===== src/rtl/off_chip_link_pkg.sv =====
// off_chip_link_pkg: lane-map helpers, derived sizes and mode encodings
package off_chip_link_pkg;
  localparam int MAX_W = 64;
  localparam int IDX_W = $clog2(MAX_W);
  localparam logic MODE_CONTIG = 1'b0;
  localparam logic MODE_ILV = 1'b1;
  typedef logic [MAX_W-1:0] wide_t;
  typedef logic [IDX_W-1:0] idx_t;
  function automatic int nphit_of(input int data_w, input int phit_w);
    return data_w / phit_w;
  endfunction
  function automatic int ptr_w_of(input int depth);
    return $clog2(depth) + 1;
  endfunction
  function automatic idx_t bit_of(input int j, input int k, input int data_w, input int phit_w, input logic mode);
    return idx_t'(mode == MODE_ILV ? j * (data_w / phit_w) + k : k * phit_w + j);
  endfunction
  function automatic wide_t phit_of(input wide_t data, input int k, input int data_w, input int phit_w, input logic mode);
    wide_t p = '0;
    for (int j = 0; j < phit_w; j++) p[idx_t'(j)] = data[bit_of(j, k, data_w, phit_w, mode)];
    return p;
  endfunction
  function automatic wide_t word_of(input wide_t word, input wide_t phit, input int k, input int data_w, input int phit_w, input logic mode);
    wide_t w = word;
    for (int j = 0; j < phit_w; j++) w[bit_of(j, k, data_w, phit_w, mode)] = phit[idx_t'(j)];
    return w;
  endfunction
endpackage


===== src/rtl/off_chip_link_gen2_if.sv =====
// off_chip_link_gen2_if: upstream/downstream handshakes and link status
interface off_chip_link_gen2_if #(parameter int DATA_W = 8, parameter int DEPTH = 8);
  logic [DATA_W-1:0] data_in, data_out;
  logic valid_in, in_ready, cfg_interleave, valid_out, ready, link_idle;
  logic [$clog2(DEPTH):0] credit_cnt;
  modport master(output data_in, valid_in, cfg_interleave, ready, input in_ready, data_out, valid_out, credit_cnt, link_idle);
  modport slave(input data_in, valid_in, cfg_interleave, ready, output in_ready, data_out, valid_out, credit_cnt, link_idle);
endinterface


===== src/rtl/off_chip_link_buf.sv =====
// off_chip_link_buf: phit buffer with synchronous write and combinational read
module off_chip_link_buf #(parameter int PHIT_W = 2, parameter int DEPTH = 8) (
  input  logic clk,
  input  logic rst,
  input  logic we,
  input  logic [$clog2(DEPTH)-1:0] waddr,
  input  logic [$clog2(DEPTH)-1:0] raddr,
  input  logic [PHIT_W-1:0] wdata,
  output logic [PHIT_W-1:0] rdata
);
  logic [PHIT_W-1:0] mem [DEPTH];
  // write port; reset clears every entry
  always_ff @(posedge clk)
    if (rst) for (int i = 0; i < DEPTH; i++) mem[i] <= '0;
    else if (we) mem[waddr] <= wdata;
  assign rdata = mem[raddr];
endmodule


===== src/rtl/off_chip_link_gen2.sv =====
// off_chip_link_gen2: word serialiser, credit-controlled phit buffer and reassembler
import off_chip_link_pkg::*;
module off_chip_link_gen2 #(parameter int DATA_W = 8, parameter int PHIT_W = 2, parameter int DEPTH = 8) (
  input logic clk,
  input logic rst,
  off_chip_link_gen2_if.slave bus
);
  localparam int NPHIT = nphit_of(DATA_W, PHIT_W);
  localparam int PTR_W = ptr_w_of(DEPTH);
  localparam int IW = $clog2(NPHIT);
  localparam logic [IW-1:0] LAST = IW'(NPHIT - 1);
  logic [DATA_W-1:0] tx_word, rx_asm, rx_word, data_q;
  logic [IW-1:0] tx_idx, rx_idx;
  logic [PTR_W-1:0] wptr, rptr, credit_cnt;
  logic [PHIT_W-1:0] tx_phit, rx_phit;
  logic tx_busy, mode_q, ret, issue, tx_last, accept, pop, rx_last, empty, full, valid_q;
  assign issue = tx_busy && credit_cnt != '0;
  assign tx_last = issue && tx_idx == LAST;
  assign bus.in_ready = !tx_busy || tx_last;
  assign accept = bus.valid_in && bus.in_ready;
  assign empty = wptr == rptr;
  assign full = wptr == {~rptr[PTR_W-1], rptr[PTR_W-2:0]};
  assign rx_last = rx_idx == LAST;
  assign pop = !empty && (!rx_last || !valid_q || bus.ready);
  assign bus.link_idle = !tx_busy && empty && rx_idx == '0;
  assign bus.credit_cnt = credit_cnt;
  assign bus.valid_out = valid_q;
  assign bus.data_out = data_q;
  assign tx_phit = PHIT_W'(phit_of(wide_t'(tx_word), int'(tx_idx), DATA_W, PHIT_W, mode_q));
  assign rx_word = DATA_W'(word_of(wide_t'(rx_asm), wide_t'(rx_phit), int'(rx_idx), DATA_W, PHIT_W, mode_q));
  off_chip_link_buf #(.PHIT_W(PHIT_W), .DEPTH(DEPTH)) u_buf (
    .clk(clk), .rst(rst), .we(issue), .waddr(wptr[PTR_W-2:0]), .raddr(rptr[PTR_W-2:0]),
    .wdata(tx_phit), .rdata(rx_phit)
  );
  // TX: take a word when free or on its last phit, then issue one phit per credited cycle
  always_ff @(posedge clk)
    if (rst) begin
      tx_busy <= 1'b0;
      tx_idx <= '0;
      tx_word <= '0;
    end else if (accept) begin
      tx_busy <= 1'b1;
      tx_idx <= '0;
      tx_word <= bus.data_in;
    end else if (issue) begin
      tx_busy <= !tx_last;
      tx_idx <= tx_last ? '0 : tx_idx + 1'b1;
    end
  // lane map follows cfg only while the whole link is empty
  always_ff @(posedge clk)
    if (rst) mode_q <= MODE_CONTIG;
    else if (bus.link_idle) mode_q <= bus.cfg_interleave;
  // pointers, credit counter and the one-cycle-late credit return
  always_ff @(posedge clk)
    if (rst) begin
      credit_cnt <= PTR_W'(DEPTH);
      ret <= 1'b0;
      wptr <= '0;
      rptr <= '0;
    end else begin
      credit_cnt <= credit_cnt - PTR_W'(issue) + PTR_W'(ret);
      ret <= pop;
      wptr <= wptr + PTR_W'(issue);
      rptr <= rptr + PTR_W'(pop);
    end
  // RX: assemble phits; the last phit waits for the output register to be free
  always_ff @(posedge clk)
    if (rst) begin
      rx_idx <= '0;
      rx_asm <= '0;
      data_q <= '0;
      valid_q <= 1'b0;
    end else begin
      if (pop) rx_idx <= rx_last ? '0 : rx_idx + 1'b1;
      if (pop) rx_asm <= rx_word;
      if (pop && rx_last) data_q <= rx_word;
      valid_q <= (pop && rx_last) || (valid_q && !bus.ready);
    end
  // credits stay in range and never allow a write into a full buffer
  always_ff @(posedge clk)
    if (!rst) begin
      assert (credit_cnt <= PTR_W'(DEPTH));
      assert (!(issue && full));
      assert (!(ret && !issue && credit_cnt == PTR_W'(DEPTH)));
    end
endmodule


===== src/flat_wrapper.sv =====
// flat-port wrapper written by rule: the top's interface ports become plain ports
module off_chip_link_gen2_flat 
#(parameter int DATA_W = 8, parameter int PHIT_W = 2, parameter int DEPTH = 8)
  (clk, rst, bus_data_in, bus_valid_in, bus_cfg_interleave, bus_ready, bus_in_ready, bus_data_out, bus_valid_out, bus_credit_cnt, bus_link_idle);
  off_chip_link_gen2_if #(.DATA_W(DATA_W), .DEPTH(DEPTH)) bus_i ();
  input logic clk;
  input logic rst;
  input wire logic [$bits(bus_i.data_in)-1:0] bus_data_in;
  input wire logic [$bits(bus_i.valid_in)-1:0] bus_valid_in;
  input wire logic [$bits(bus_i.cfg_interleave)-1:0] bus_cfg_interleave;
  input wire logic [$bits(bus_i.ready)-1:0] bus_ready;
  output wire logic [$bits(bus_i.in_ready)-1:0] bus_in_ready;
  output wire logic [$bits(bus_i.data_out)-1:0] bus_data_out;
  output wire logic [$bits(bus_i.valid_out)-1:0] bus_valid_out;
  output wire logic [$bits(bus_i.credit_cnt)-1:0] bus_credit_cnt;
  output wire logic [$bits(bus_i.link_idle)-1:0] bus_link_idle;
  assign bus_i.data_in = bus_data_in;
  assign bus_i.valid_in = bus_valid_in;
  assign bus_i.cfg_interleave = bus_cfg_interleave;
  assign bus_i.ready = bus_ready;
  assign bus_in_ready = bus_i.in_ready;
  assign bus_data_out = bus_i.data_out;
  assign bus_valid_out = bus_i.valid_out;
  assign bus_credit_cnt = bus_i.credit_cnt;
  assign bus_link_idle = bus_i.link_idle;
  off_chip_link_gen2 #(.DATA_W(DATA_W), .PHIT_W(PHIT_W), .DEPTH(DEPTH)) u_core (.clk(clk), .rst(rst), .bus(bus_i));
endmodule

===== config.mk =====
export PLATFORM = sky130hd
export DESIGN_NAME = off_chip_link_gen2_flat
export DESIGN_NICKNAME = d
export VERILOG_FILES = /design/src/rtl/off_chip_link_pkg.sv /design/src/rtl/off_chip_link_gen2_if.sv /design/src/rtl/off_chip_link_buf.sv /design/src/rtl/off_chip_link_gen2.sv /design/src/flat_wrapper.sv
export SDC_FILE = /design/constraint.sdc
export NUM_CORES = 1
export LEC_CHECK = 0
export CORE_ASPECT_RATIO = 0.75
export CORE_MARGIN = 2
export CORE_UTILIZATION = 52
export CTS_CLUSTER_SIZE = 16
export DETAILED_ROUTE_END_ITERATION = 16
export PLACE_DENSITY_LB_ADDON = 0.05
export SLEW_MARGIN = 20
export SYNTH_ARGS = -nofsm -noshare
export SYNTH_HDL_FRONTEND = slang
export SYNTH_SLANG_ARGS = --single-unit

===== constraint.sdc =====
create_clock -name clk -period 2.02 [get_ports clk]
set_input_delay 0.404 -clock clk [delete_from_list [all_inputs] [get_ports clk]]
set_output_delay 0.404 -clock clk [all_outputs]
set_load 0.05 [all_outputs]

# == Yosys cells after proc, flatten, opt, wreduce, memory -nomap -nowiden ==
# Memory sizes are Yosys's and may differ from the RTL's. A register that Yosys moved wholly into a read port is not among the register bits.
# Index checks and enable logic that the tools add are counted.
# op_classes
addsub,10
muxes,27
eq_ne,3
n_reduce_logical,25
order_cmp,6
# op_table
operator,n
$bwmux W64,2
$lt A6 B7 Y1 const B,4
$add A4 B1 Y4,3
$bmux W1 S6,2
$demux W1 S6,2
$ge A6 B1 Y1 const B,2
$mux W1,12
$mux W3,4
$mux W6,2
$logic_and A1 B1 Y1,10
$add A3 B1 Y4 const B,2
$add A3 B2 Y4 const A,2
$logic_not A1 Y1,6
$mux W2,3
$add A2 B1 Y2 const B,2
$eq A2 B2 Y1 const B,2
$eq A4 B4 Y1,1
$logic_or A1 B1 Y1,4
$reduce_bool A4 Y1,1
$reduce_or A2 Y1,2
$sub A4 B1 Y4,1
$logic_not A2 Y1,1
$reduce_bool A2 Y1,1
# word_totals
regBits,44
ram_bits,16
mem_count,1
word_cells,84
# mem_list
memory,words,width,rd,rd_ports_with_merged_regs,wr,line,source
u_core.u_buf.mem,8,2,1,1,8,off_chip_link_buf.sv:11,logic [PHIT_W-1:0] mem [DEPTH];

# == Longest topological paths before layout ==
# logic_depth
ltp_word,7
ltp_mapped,12
ltp_nobuf,12

# == Modules after synthesis ==
# From an unflattened synthesis, not the netlist that was laid out.
# hier_totals
hier_cells,318
area_unflattened_um2,3165.5
# modules_own_cells
module,instances,cells_each,seq_area_each_um2,area_each_um2
off_chip_link_gen2,1,260,880.8,2369.8
off_chip_link_buf,1,58,480.5,795.8

# == Worst setup path before layout ==
# No wires, ideal clock.
# synth_path
kind,reg2reg
from,"register u_core.credit_cnt[2], in the netlist u_core.bus.credit_cnt[2]"
to,register u_core.tx_word[7]
stages_incl_launch_ff,9
period_less_slack_ns,3.148
t_arrival_ns,3.020
setup_ns,0.128
slack_ns,-1.128
n_path_buf,1
path_cell_list,dfxtp_1 -> inv_1 -> ha_1 -> nor3b_1 -> o21ai_0 -> and2_1 -> buf_2 -> mux2i_1 -> nor2_1
# synth_between
elab_chain_cells,5
# synth_lines
item,line,source
start: declaration,off_chip_link_gen2.sv:14,"logic [PTR_W-1:0] wptr, rptr, credit_cnt;"
start signal: assignment,off_chip_link_gen2.sv:56,credit_cnt <= PTR_W'(DEPTH);
start signal: assignment,off_chip_link_gen2.sv:61,credit_cnt <= credit_cnt - PTR_W'(issue) + PTR_W'(ret);
$reduce_bool A4 Y1,off_chip_link_gen2.sv:17,assign issue = tx_busy && credit_cnt != '0;
$logic_and A1 B1 Y1,off_chip_link_gen2.sv:17,
$logic_and A1 B1 Y1,off_chip_link_gen2.sv:18,assign tx_last = issue && tx_idx == LAST;
$logic_or A1 B1 Y1,off_chip_link_gen2.sv:19,assign bus.in_ready = !tx_busy || tx_last;
via bus_in_ready,flat_wrapper.sv:12,output wire logic [$bits(bus_i.in_ready)-1:0] bus_in_ready;
$logic_and A1 B1 Y1,off_chip_link_gen2.sv:20,assign accept = bus.valid_in && bus.in_ready;
end signal: assignment,off_chip_link_gen2.sv:44,tx_word <= bus.data_in;
end: declaration,off_chip_link_gen2.sv:12,"logic [DATA_W-1:0] tx_word, rx_asm, rx_word, data_q;"
# The timed path passes the listed nets, and every way through them passes these cells.
# A chain may end at the register's enable or synchronous reset.

# == Final worst setup path ==
# layout_path
from,register u_core.wptr[0]
to,output bus_link_idle
# layout_between
elab_chain_cells,3
# layout_lines
item,line,source
start: declaration,off_chip_link_gen2.sv:14,
start signal: assignment,off_chip_link_gen2.sv:63,wptr <= wptr + PTR_W'(issue);
$eq A4 B4 Y1,off_chip_link_gen2.sv:21,assign empty = wptr == rptr;
$logic_and A1 B1 Y1 (2 in a row),off_chip_link_gen2.sv:25,assign bus.link_idle = !tx_busy && empty && rx_idx == '0;
end: declaration,flat_wrapper.sv:16,output wire logic [$bits(bus_i.link_idle)-1:0] bus_link_idle;
# No other way between the ends.

==> impl_metrics.csv <==
group,metric,value,unit
grt,grtUsageMet3,5.93,%
timing,fin_skew,0.00844,ns
status,status,"complete, but fails checks",
floorplan,dieWidth,92.3,um
power_and_ir_drop,leakage,0.00154,uW
cts,cts.path.max_buffers,2,
synth,ys_seq_area_share,44.7,%
drt,ant_nets,0,
synth,synthFlopType,"dfxtp_1",
synth,synth-compound-area-share,11.6,%
synth,syn_avg_cell_area,9.48,sq um
synth,synth-simple-area-share,21.7,%
place,dp_hpwl,4210,um
worst_setup_path,crit_type,"reg -> out",
grt,grt_max_degree,55,
synth,synth_top_family_by_area,"simple AND/OR/NAND/NOR gates",
run,maxCapViolCount,0,
worst_setup_path,arrival,1.85,ns
timing,fin_crit_sh,111,%
worst_setup_path,path_max_fanout,2,
status,violations,"setup timing",
worst_setup_path,cpPeakStageDelay,0.57,ns
synth,syn_area,0.00304,sq mm
synth,synth_warnings,0,
drt,viasPerCell,5.37,
synth,synth_edf_count,16,
min_path,hp-class,"reg -> reg",
grt,use_met1,29.7,%
timing,rsz0062_at_grt,"true",
power_and_ir_drop,max-vdd-ir-drop,872,uV
cts,clock_latency,0.33,ns
cts,cts-root-buf,"clkbuf_8",
drt,drc,0,
final_layout,n_fill_cell,479,
place,gp_congestion,0.810,
timing,relSlewSlack,63.8,%
final_layout,drive_above_1_share,23.1,%
floorplan,fp-row-count,24,
cts,path_clk_slew,0.07,ns
timing,drv_slew,0,
synth,synth_top_area_cell,"dfxtp_1",
synth,muxShareOfSynthArea,7.77,%
floorplan,start_util,53.1,%
final_layout,final_cell_mix,"nor2_1 (52), dfxtp_1 (37), buf_4 (28)",
synth,async_reset_ff_share,0,%
synth,synthAdderAreaFrac,5.59,%
place,place_inst,429,
drt,routed_wl,6140,um
synth,syn_inst,321,
drt,vias,2416,
synth,synth-xor-area-share,3.17,%
grt,grt_pass1_vias,2255,
floorplan,fp.dieArea,0.00649,sq mm
drt,first_iter_violations,177,
grt,grt.total_usage,20.6,%
synth,yosys_register_bits,60,
timing,finalSetupViolations,1,
timing,period_needed,2.25,ns
timing,finalHoldViolCount,0,
floorplan,core_area,0.00574,sq mm
place,dpl_cell_area,0.00358,sq mm
synth,ys_top_cells_by_area,"dfxtp_1 (29%), edfxtp_1 (16%), nor2_1 (6.4%), mux2i_1 (5.9%), ha_1 (4.9%)",
synth,synth_cell_types,50,
grt,met2_usage,30.4,%
cts,cts.htree.levels,3,
grt,grt_most_used_layer,"met2",
grt,grt_antenna_before_repair,0,
worst_setup_path,start_kind,"flip-flop",
worst_setup_path,crit_slowest_cell,"or4_4",
timing,fmax,444,MHz
synth,synth_top_area_share,28.9,%
final_layout,final_nets,393,
timing,worst_slack,-0.230,ns
timing,tightestPinTransition,0.542,ns
drt,dr.pass1.iters,4,
worst_setup_path,cp-end-kind,"primary output",
place,portBuffers,27,
floorplan,ioPinCount,28,
final_layout,syn_to_final_growth,26.6,%
final_layout,antenna_cells,0,
drt,post_drt_wl_per_cell,13.6,um
final_layout,mostFrequentLayoutCell,"nor2_1",
floorplan,die_y,70.3,um
synth,synthesis.nets,347,
cts,numCtsBuffers,9,
final_layout,finalInstanceArea,0.00385,sq mm
grt,grt.overflow.total,0,
power_and_ir_drop,p_per_area,1210,mW/mm^2
cts,cts.sinks,60,
worst_setup_path,required,1.62,ns
cts,tritoncts,"built",
worst_setup_path,path_cells,"xor2_1 -> or4_4 -> nor3b_4 -> buf_12",
final_layout,finalNonFillerCells,450,
grt,grt_pass1_wl,10500,um
-- area by class of cell --
cell class | count | area, sq um | area share, %
Clock buffer | 13 | 149 | 3.86
Sequential cell | 60 | 1380 | 35.7
Timing Repair Buffer | 55 | 500 | 13.0
Clock inverter | 3 | 15.0 | 0.390
Tap cell | 78 | 97.6 | 2.53
Multi-Input combinational cell | 226 | 1650 | 42.8
Inverter | 15 | 63.8 | 1.66
-- final timing paths --
kind	slack [ns]	endpoint	depth (start not counted)	start
setup reg to reg	0.01	u_core.bus.credit_cnt[1]	11	u_core.bus.credit_cnt[2]
hold / removal	0.48	u_core.rx_asm[2]	2	u_core.rx_asm[2]
hold reg to reg	0.48	u_core.rx_asm[2]	2	u_core.rx_asm[2]
setup / recovery	-0.23	bus_link_idle	4	u_core.wptr[0]
-- synthesized netlist by cell type, types with 3 or more instances --
| library cell | instances |
|---|---|
| edfxtp_1 | 16 |
| ha_1 | 12 |
| nor2b_1 | 10 |
| mux2i_1 | 18 |
| mux2_2 | 5 |
| nand2b_1 | 11 |
| nand3b_1 | 3 |
| xnor2_1 | 4 |
| o21ai_0 | 12 |
| nor3b_1 | 6 |
| inv_1 | 14 |
| a211oi_1 | 3 |
| a21oi_1 | 17 |
| dfxtp_1 | 44 |
| a311oi_1 | 6 |
| xor2_1 | 7 |
| clkbuf_1 | 13 |
| o41ai_1 | 3 |
| nor3_1 | 4 |
| nand2_1 | 17 |
| nor2_1 | 52 |
| nand3_1 | 8 |
| buf_6 | 4 |
-- cells by family after synthesis --
group                      after synthesis
AOI/OAI and AO/OA                       53
DFF                                     60
xor gates and xnor gates                11
adders and majority gates               13
buffers and inverters                   35
and+or+nand+nor                        126
muxes                                   23
-- sequential cells by signal (all words and copies together) (netlist names) --
register / count
u_core.bus.credit_cnt: 4
u_core.bus.data_out: 8
u_core.bus.valid_out: 1
u_core.mode_q: 1
u_core.ret: 1
u_core.rptr: 4
u_core.rx_asm: 8
u_core.rx_idx: 2
u_core.tx_busy: 1
u_core.tx_idx: 2
u_core.tx_word: 8
u_core.u_buf.mem: 16
u_core.wptr: 4
-- per-layer routing --
layer | vias up | share of wire (%)
met1 | 1120 | 50
li1 | 1221 | -
met2 | 67 | 44
met5 | - | 0
met4 | 0 | 0.95
met3 | 8 | 5.5
-- worst max-delay path: cells and delay by family, from the launching register on --
| kind | cells | cell delay [ns] |
|---|---|---|
| buf+inv | 1 | 0.17 |
| simple gates | 2 | 0.84 |
| flops | 1 | 0.33 |
| xor+xnor | 1 | 0.17 |
-- repair_timing --
item | 4_1_cts | 5_1_grt
resized for setup | 6 | 16
endpoints found under the hold margin | 0 | 0
setup buffers | 4 | 1
setup endpoints to repair | 8 | 17
hold buffers | 0 | 0
pin swaps | 2 | 7
-- stage by stage --
stage	hold WS (ns)	worst slack [ns]	setup TNS [ns]	util, %	power [uW]
global placement	0.464	0.0204	0	62.4	3580
floorplan	0.453	-0.0788	-0.823	-	2990
finish	0.480	-0.230	-0.230	67.2	4660
detailed placement	0.470	-0.0212	-0.0390	62.4	3610
CTS	0.479	-0.233	-0.233	65.9	4610
global route	0.520	-0.277	-0.517	67.2	4980
-- power by group --
| group | total [uW] | internal, uW | switching (uW) |
|---|---|---|---|
| Sequential | 1570 | 1430 | 144 |
| Combinational | 2170 | 997 | 1180 |
| Clock | 913 | 473 | 439 |
| Total | 4660 | 2900 | 1760 |
(Power assumes the default switching activity.)
